<file path="src/rtl/digit_serial_adder.sv">
// Digit-serial adder/subtractor: WIDTH-bit add/sub, DIGIT bits per clock, with carry/overflow/zero flags.
// Latency: N = WIDTH/DIGIT clocks from the accepting edge to done_o; results are held until the next done.
// Backpressure: none; start_i is taken only in IDLE or DONE and is dropped (never queued) while busy.
//
// Ports:
//   clk_i, rst_i (sync, active-low)           clock and reset
//   start_i, sub_i, src1_i, src2_i            operation request and operands, sampled on accept
//   busy_o, done_o                            RUN indicator, one-cycle completion pulse
//   sum_o, carry_o, overflow_o, zero_o        registered result and flags
module digit_serial_adder #(
  parameter int WIDTH = 32,
  parameter int DIGIT = 8
) (
  input  logic             clk_i,
  input  logic             rst_i,
  input  logic             start_i,
  input  logic             sub_i,
  input  logic [WIDTH-1:0] src1_i,
  input  logic [WIDTH-1:0] src2_i,
  output logic             busy_o,
  output logic             done_o,
  output logic [WIDTH-1:0] sum_o,
  output logic             carry_o,
  output logic             overflow_o,
  output logic             zero_o
);

  localparam int N  = WIDTH / DIGIT;
  localparam int CW = (N > 1) ? $clog2(N) : 1;

  typedef enum logic [1:0] {
    S_IDLE = 2'd0,
    S_RUN  = 2'd1,
    S_DONE = 2'd2
  } state_t;

  state_t           r_state;
  state_t           w_state_nxt;

  logic [CW-1:0]    r_cnt;
  logic [WIDTH-1:0] r_a;
  logic [WIDTH-1:0] r_b;      // already inverted for subtract
  logic [WIDTH-1:0] r_part;   // partial result, filled from the top down
  logic             r_c;

  logic             w_accept;
  logic             w_last;
  logic [DIGIT:0]   w_dsum;
  logic             w_cin_msb;
  logic [WIDTH-1:0] w_part_nxt;

  assign w_accept = start_i && ((r_state == S_IDLE) || (r_state == S_DONE));
  assign w_last   = (r_cnt == CW'(N - 1));

  // One digit of the ripple: low DIGIT bits of each operand plus the running carry.
  assign w_dsum = {1'b0, r_a[DIGIT-1:0]} + {1'b0, r_b[DIGIT-1:0]} + {{DIGIT{1'b0}}, r_c};

  // On the last digit the top bit of the digit is the word MSB, so the carry into
  // it is recovered from the sum bit and the two operand bits.
  assign w_cin_msb = r_a[DIGIT-1] ^ r_b[DIGIT-1] ^ w_dsum[DIGIT-1];

  // After N shifts the first digit has moved down to bit 0, giving the full word.
  assign w_part_nxt = (r_part >> DIGIT) | (WIDTH'(w_dsum[DIGIT-1:0]) << (WIDTH - DIGIT));

  always_ff @(posedge clk_i) begin
    if (!rst_i) begin
      r_state <= S_IDLE;
    end else begin
      r_state <= w_state_nxt;
    end
  end

  always_comb begin
    w_state_nxt = r_state;
    busy_o      = 1'b0;
    done_o      = 1'b0;
    case (r_state)
      S_IDLE: begin
        if (start_i) w_state_nxt = S_RUN;
      end
      S_RUN: begin
        busy_o = 1'b1;
        if (w_last) w_state_nxt = S_DONE;
      end
      S_DONE: begin
        done_o      = 1'b1;
        w_state_nxt = start_i ? S_RUN : S_IDLE;
      end
      default: w_state_nxt = S_IDLE;
    endcase
  end

  always_ff @(posedge clk_i) begin
    if (!rst_i) begin
      r_cnt      <= '0;
      r_a        <= '0;
      r_b        <= '0;
      r_c        <= 1'b0;
      r_part     <= '0;
      sum_o      <= '0;
      carry_o    <= 1'b0;
      overflow_o <= 1'b0;
      zero_o     <= 1'b0;
    end else if (w_accept) begin
      r_a   <= src1_i;
      r_b   <= sub_i ? ~src2_i : src2_i;
      r_c   <= sub_i;   // +1 completes the two's complement of B
      r_cnt <= '0;
    end else if (r_state == S_RUN) begin
      r_a    <= r_a >> DIGIT;
      r_b    <= r_b >> DIGIT;
      r_c    <= w_dsum[DIGIT];
      r_part <= w_part_nxt;
      r_cnt  <= r_cnt + CW'(1);
      if (w_last) begin
        sum_o      <= w_part_nxt;
        carry_o    <= w_dsum[DIGIT];
        overflow_o <= w_cin_msb ^ w_dsum[DIGIT];
        zero_o     <= (w_part_nxt == '0);
      end
    end
  end

endmodule
</file>
<file path="config.mk">
export PLATFORM = sky130hd
export DESIGN_NAME = digit_serial_adder
export DESIGN_NICKNAME = d
export VERILOG_FILES = /design/src/rtl/digit_serial_adder.sv
export SDC_FILE = /design/constraint.sdc
export NUM_CORES = 1
export LEC_CHECK = 0
export BUFFER_PORTS_ARGS = -buffer_cell sky130_fd_sc_hd__buf_2
export CAP_MARGIN = 20
export CORE_MARGIN = 3
export CORE_UTILIZATION = 50
export DETAILED_ROUTE_END_ITERATION = 10
export HOLD_SLACK_MARGIN = 0.05
export PLACE_DENSITY = 0.76
export SYNTH_ARGS = -nofsm -noshare
export SYNTH_HDL_FRONTEND = slang
export SYNTH_SLANG_ARGS = --single-unit
</file>
<file path="constraint.sdc">
create_clock -name clk_i -period 2.3 [get_ports clk_i]
set_clock_uncertainty 0.15 [all_clocks]
set_input_delay 0.115 -clock clk_i [delete_from_list [all_inputs] [get_ports clk_i]]
set_output_delay 0.115 -clock clk_i [all_outputs]
set_load 0.01 [all_outputs]
</file>
==> qor.txt <==
TritonCTS clock tree = built
Slew headroom = 0.6399
DIE HEIGHT = 110.7 microns
Hold WC Path Type = in -> reg
number of synthesized flops with an enable pin = 0
vias per std cell = 5.550
R2R depth = 8
final net count = 916
number of buffers created by CTS = 17
vias in the first global route = 5401
Starting Density = 0.5211
outcome = finished, violations left
vias = 5478
Worst-Skew Late Latency = 0.51 ns
Max Cap Violations = 0
Core Region = 10510 sq um
Reg-to-Reg End = zero_o$_SDFFE_PN0P_
Ports = 105
Global Route Usage Sum = 0.2534
Synth top area share = 0.4679
setup ws final = -0.09010 ns
largest area contributor in the netlist = dfxtp_1
Cells after Synth = 674
cell area after synthesis = 5477 sq um
Post-synth ARST share = 0
fill cell count = 734
post-route minimum period = 2.390 ns
CP Data Required Time = 2.60 ns
Seq cells post-synth = 128
dpl ws = -0.1540 ns
CTS root buffer = clkbuf_8
syn avg cell area = 8.125 sq um
GP Congestion = 0.8732
Worst Path Max Fanout = 2
Routed met1 length = 6481 microns
first-pass GRT wire length = 25750 microns
Synth Net Count = 752
DRT Wirelength = 15600 microns
top routing layer in use = met4
crit path kind = reg -> reg
Detailed Routing Iterations Pass 1 = 6
die area = 12240 sq um
fin crit share = 1.039
Achievable Freq = 0.4184 GHz
DR iter-0 viols = 417
Die W = 110.7 microns
grt ovf = 0
Reg-to-Reg Start = r_b[0]$_SDFFE_PN0P_
measured slew at the worst slew-check pin = 0.5363 ns
largest net degree at the start of global routing = 116
DRC Markers = 0
Critical Path End Type = flip-flop
FP Rows = 37
Clock Sink Count = 128
post-synth cell types = 51
Yosys warning count = 0
Non-Filler Instances = 987
Max clock buf depth = 2
Area Overhead vs Synth = 37.63%
Worst VDD drop = 0.5490 mV
worst path arrival time = 2.69 ns
R2R setup slack = -0.09 ns
Hold Path Origin = sub_i
sequential-to-total area share from yosys stat = 0.4679
Lkg Pwr = 3.101 nW
DR WL/cell = 15.80 microns
number of I/O port buffers = 104
final core occ = 0.7172
ant diodes = 0
detailed-placement wirelength estimate = 9177 microns
violated checks = negative setup slack
WL met3 = 868 microns
dpl cells = 878
Hold Path Depth = 4
final setup fails = 1
Worst-path clk slew = 0.06 ns
Power Density = 782.7 nW/um^2
crit start category = flip-flop
initial antenna violation count = 0
remaining antenna violation count = 0
final hold slack = 0.1024 ns
Synth area leaders = dfxtp_1 (47%), nand2_1 (12%), a21oi_1 (6.9%)
Top FF cell, synth = dfxtp_1
commonest cells in the netlist = nand2_1 (170), dfxtp_1 (128), nor2_1 (77)
met2 wire len = 7714 microns
H-tree Lvls = 4
hold endpoint = r_b[28]$_SDFFE_PN0P_
layout cell share with drive strength beyond 1 = 0.2021
most frequent cell after synthesis = nand2_1
max-slew violation count = 0
endpoints failing hold = 0
RSZ-0062 raised after global routing = true
## flip-flops by register name (all words and copies together) (netlist names)
signal	flops
r_a	32
r_b	32
sum_o	32
r_part	24
r_cnt	2
r_state	2
carry_o	1
overflow_o	1
r_c	1
zero_o	1
## timing repair
| item | in CTS | in global routing |
|---|---|---|
| endpoints found under the hold margin | 69 | 0 |
| gates resized for setup | 5 | 6 |
| hold buffers | 75 | 0 |
| setup buffers | 2 | 0 |
| pin swaps | 4 | 0 |
| setup endpoints to repair | 4 | 16 |
## worst max-delay path, cell delays in order, from the launching register on
cell and delay, ns:
dfxtp_2 0.35, fa_2 0.21, inv_2 0.04, fa_1 0.50, nor4b_4 0.19, nand4b_1 0.12
or4_4 0.44, a2111oi_4 0.19, a21o_1 0.15
## report_power, final
group,switching [mW],internal (mW),total [mW]
sequential,0.0801,2.33,2.41
clock,0.956,1.73,2.69
combinational,0.432,0.368,0.801
## placed cells by master (no fill, tap or decap), drive strengths merged, types with 3 or more instances in the layout
master       instances
a21oi               75
o22ai                6
a311oi              17
buf                122
bufinv               3
xnor2               21
clkbuf              22
nand2b               3
dlygate4sd3         75
ha                   8
dfxtp              128
nand2              171
clkinv               6
inv                  6
a221oi              18
a21o                 3
nor4                 5
nand3                4
nor2                77
o21ai                6
nor3                 8
nor2b                3
xor2                15
a211oi               3
a22oi               16
## cell type report
class	instances	area, sq um	area share
multi-input cells	487	2726	0.3617
well taps	136	170.2	0.02258
flip-flops and latches	128	2566	0.3405
inverters	7	30.03	0.003984
clock buffers	22	462.9	0.06142
repair buffers	197	1448	0.1921
clock inverters	10	133.9	0.01776
## cell families after synthesis
family                     after synthesis  share of synthesized area
adders and majority gates               10                    0.02559
xor gates and xnor gates                36                    0.05758
muxes                                    1                   0.001828
buffers and inverters                   59                    0.04409
AOI/OAI and AO/OA                      159                     0.1940
DFF                                    128                     0.4679
and+or+nand+nor                        281                     0.2091
## metrics by stage
step | TNS (ns) | total power [mW] | instance area [sq um]
5_1_grt | -0.2922 | 6.110 | 7537
3_5_place_dp | -0.3377 | 3.113 | 6135
3_3_place_gp | -0.1267 | 3.092 | 6135
6_report | -0.09010 | 5.899 | 7537
4_1_cts | -0.1038 | 5.875 | 7520
2_1_floorplan | -0.03337 | 2.894 | 5488
## how the worst max path moves through the flow
stage / startpoint / end / slack [ns] / cells past startpoint
floorplan: r_a[0]$_SDFFE_PN0P_ / zero_o$_SDFFE_PN0P_ / -0.03 / 8
global placement: r_a[0]$_SDFFE_PN0P_ / zero_o$_SDFFE_PN0P_ / -0.07 / 8
detailed placement: r_b[0]$_SDFFE_PN0P_ / r_c$_SDFFE_PN0P_ / -0.15 / 9
CTS: r_b[0]$_SDFFE_PN0P_ / zero_o$_SDFFE_PN0P_ / -0.10 / 8
global route: r_b[0]$_SDFFE_PN0P_ / zero_o$_SDFFE_PN0P_ / -0.17 / 8
finish: r_b[0]$_SDFFE_PN0P_ / zero_o$_SDFFE_PN0P_ / -0.09 / 8
## routing by layer
layer / global-route usage / up-vias
met4: 0.1141 / 0
li1: - / 2644
met3: 0.05404 / 46
met5: 0 / -
met2: 0.4349 / 206
met1: 0.3042 / 2582
Note: power is estimated with default switching activity, not from simulation.
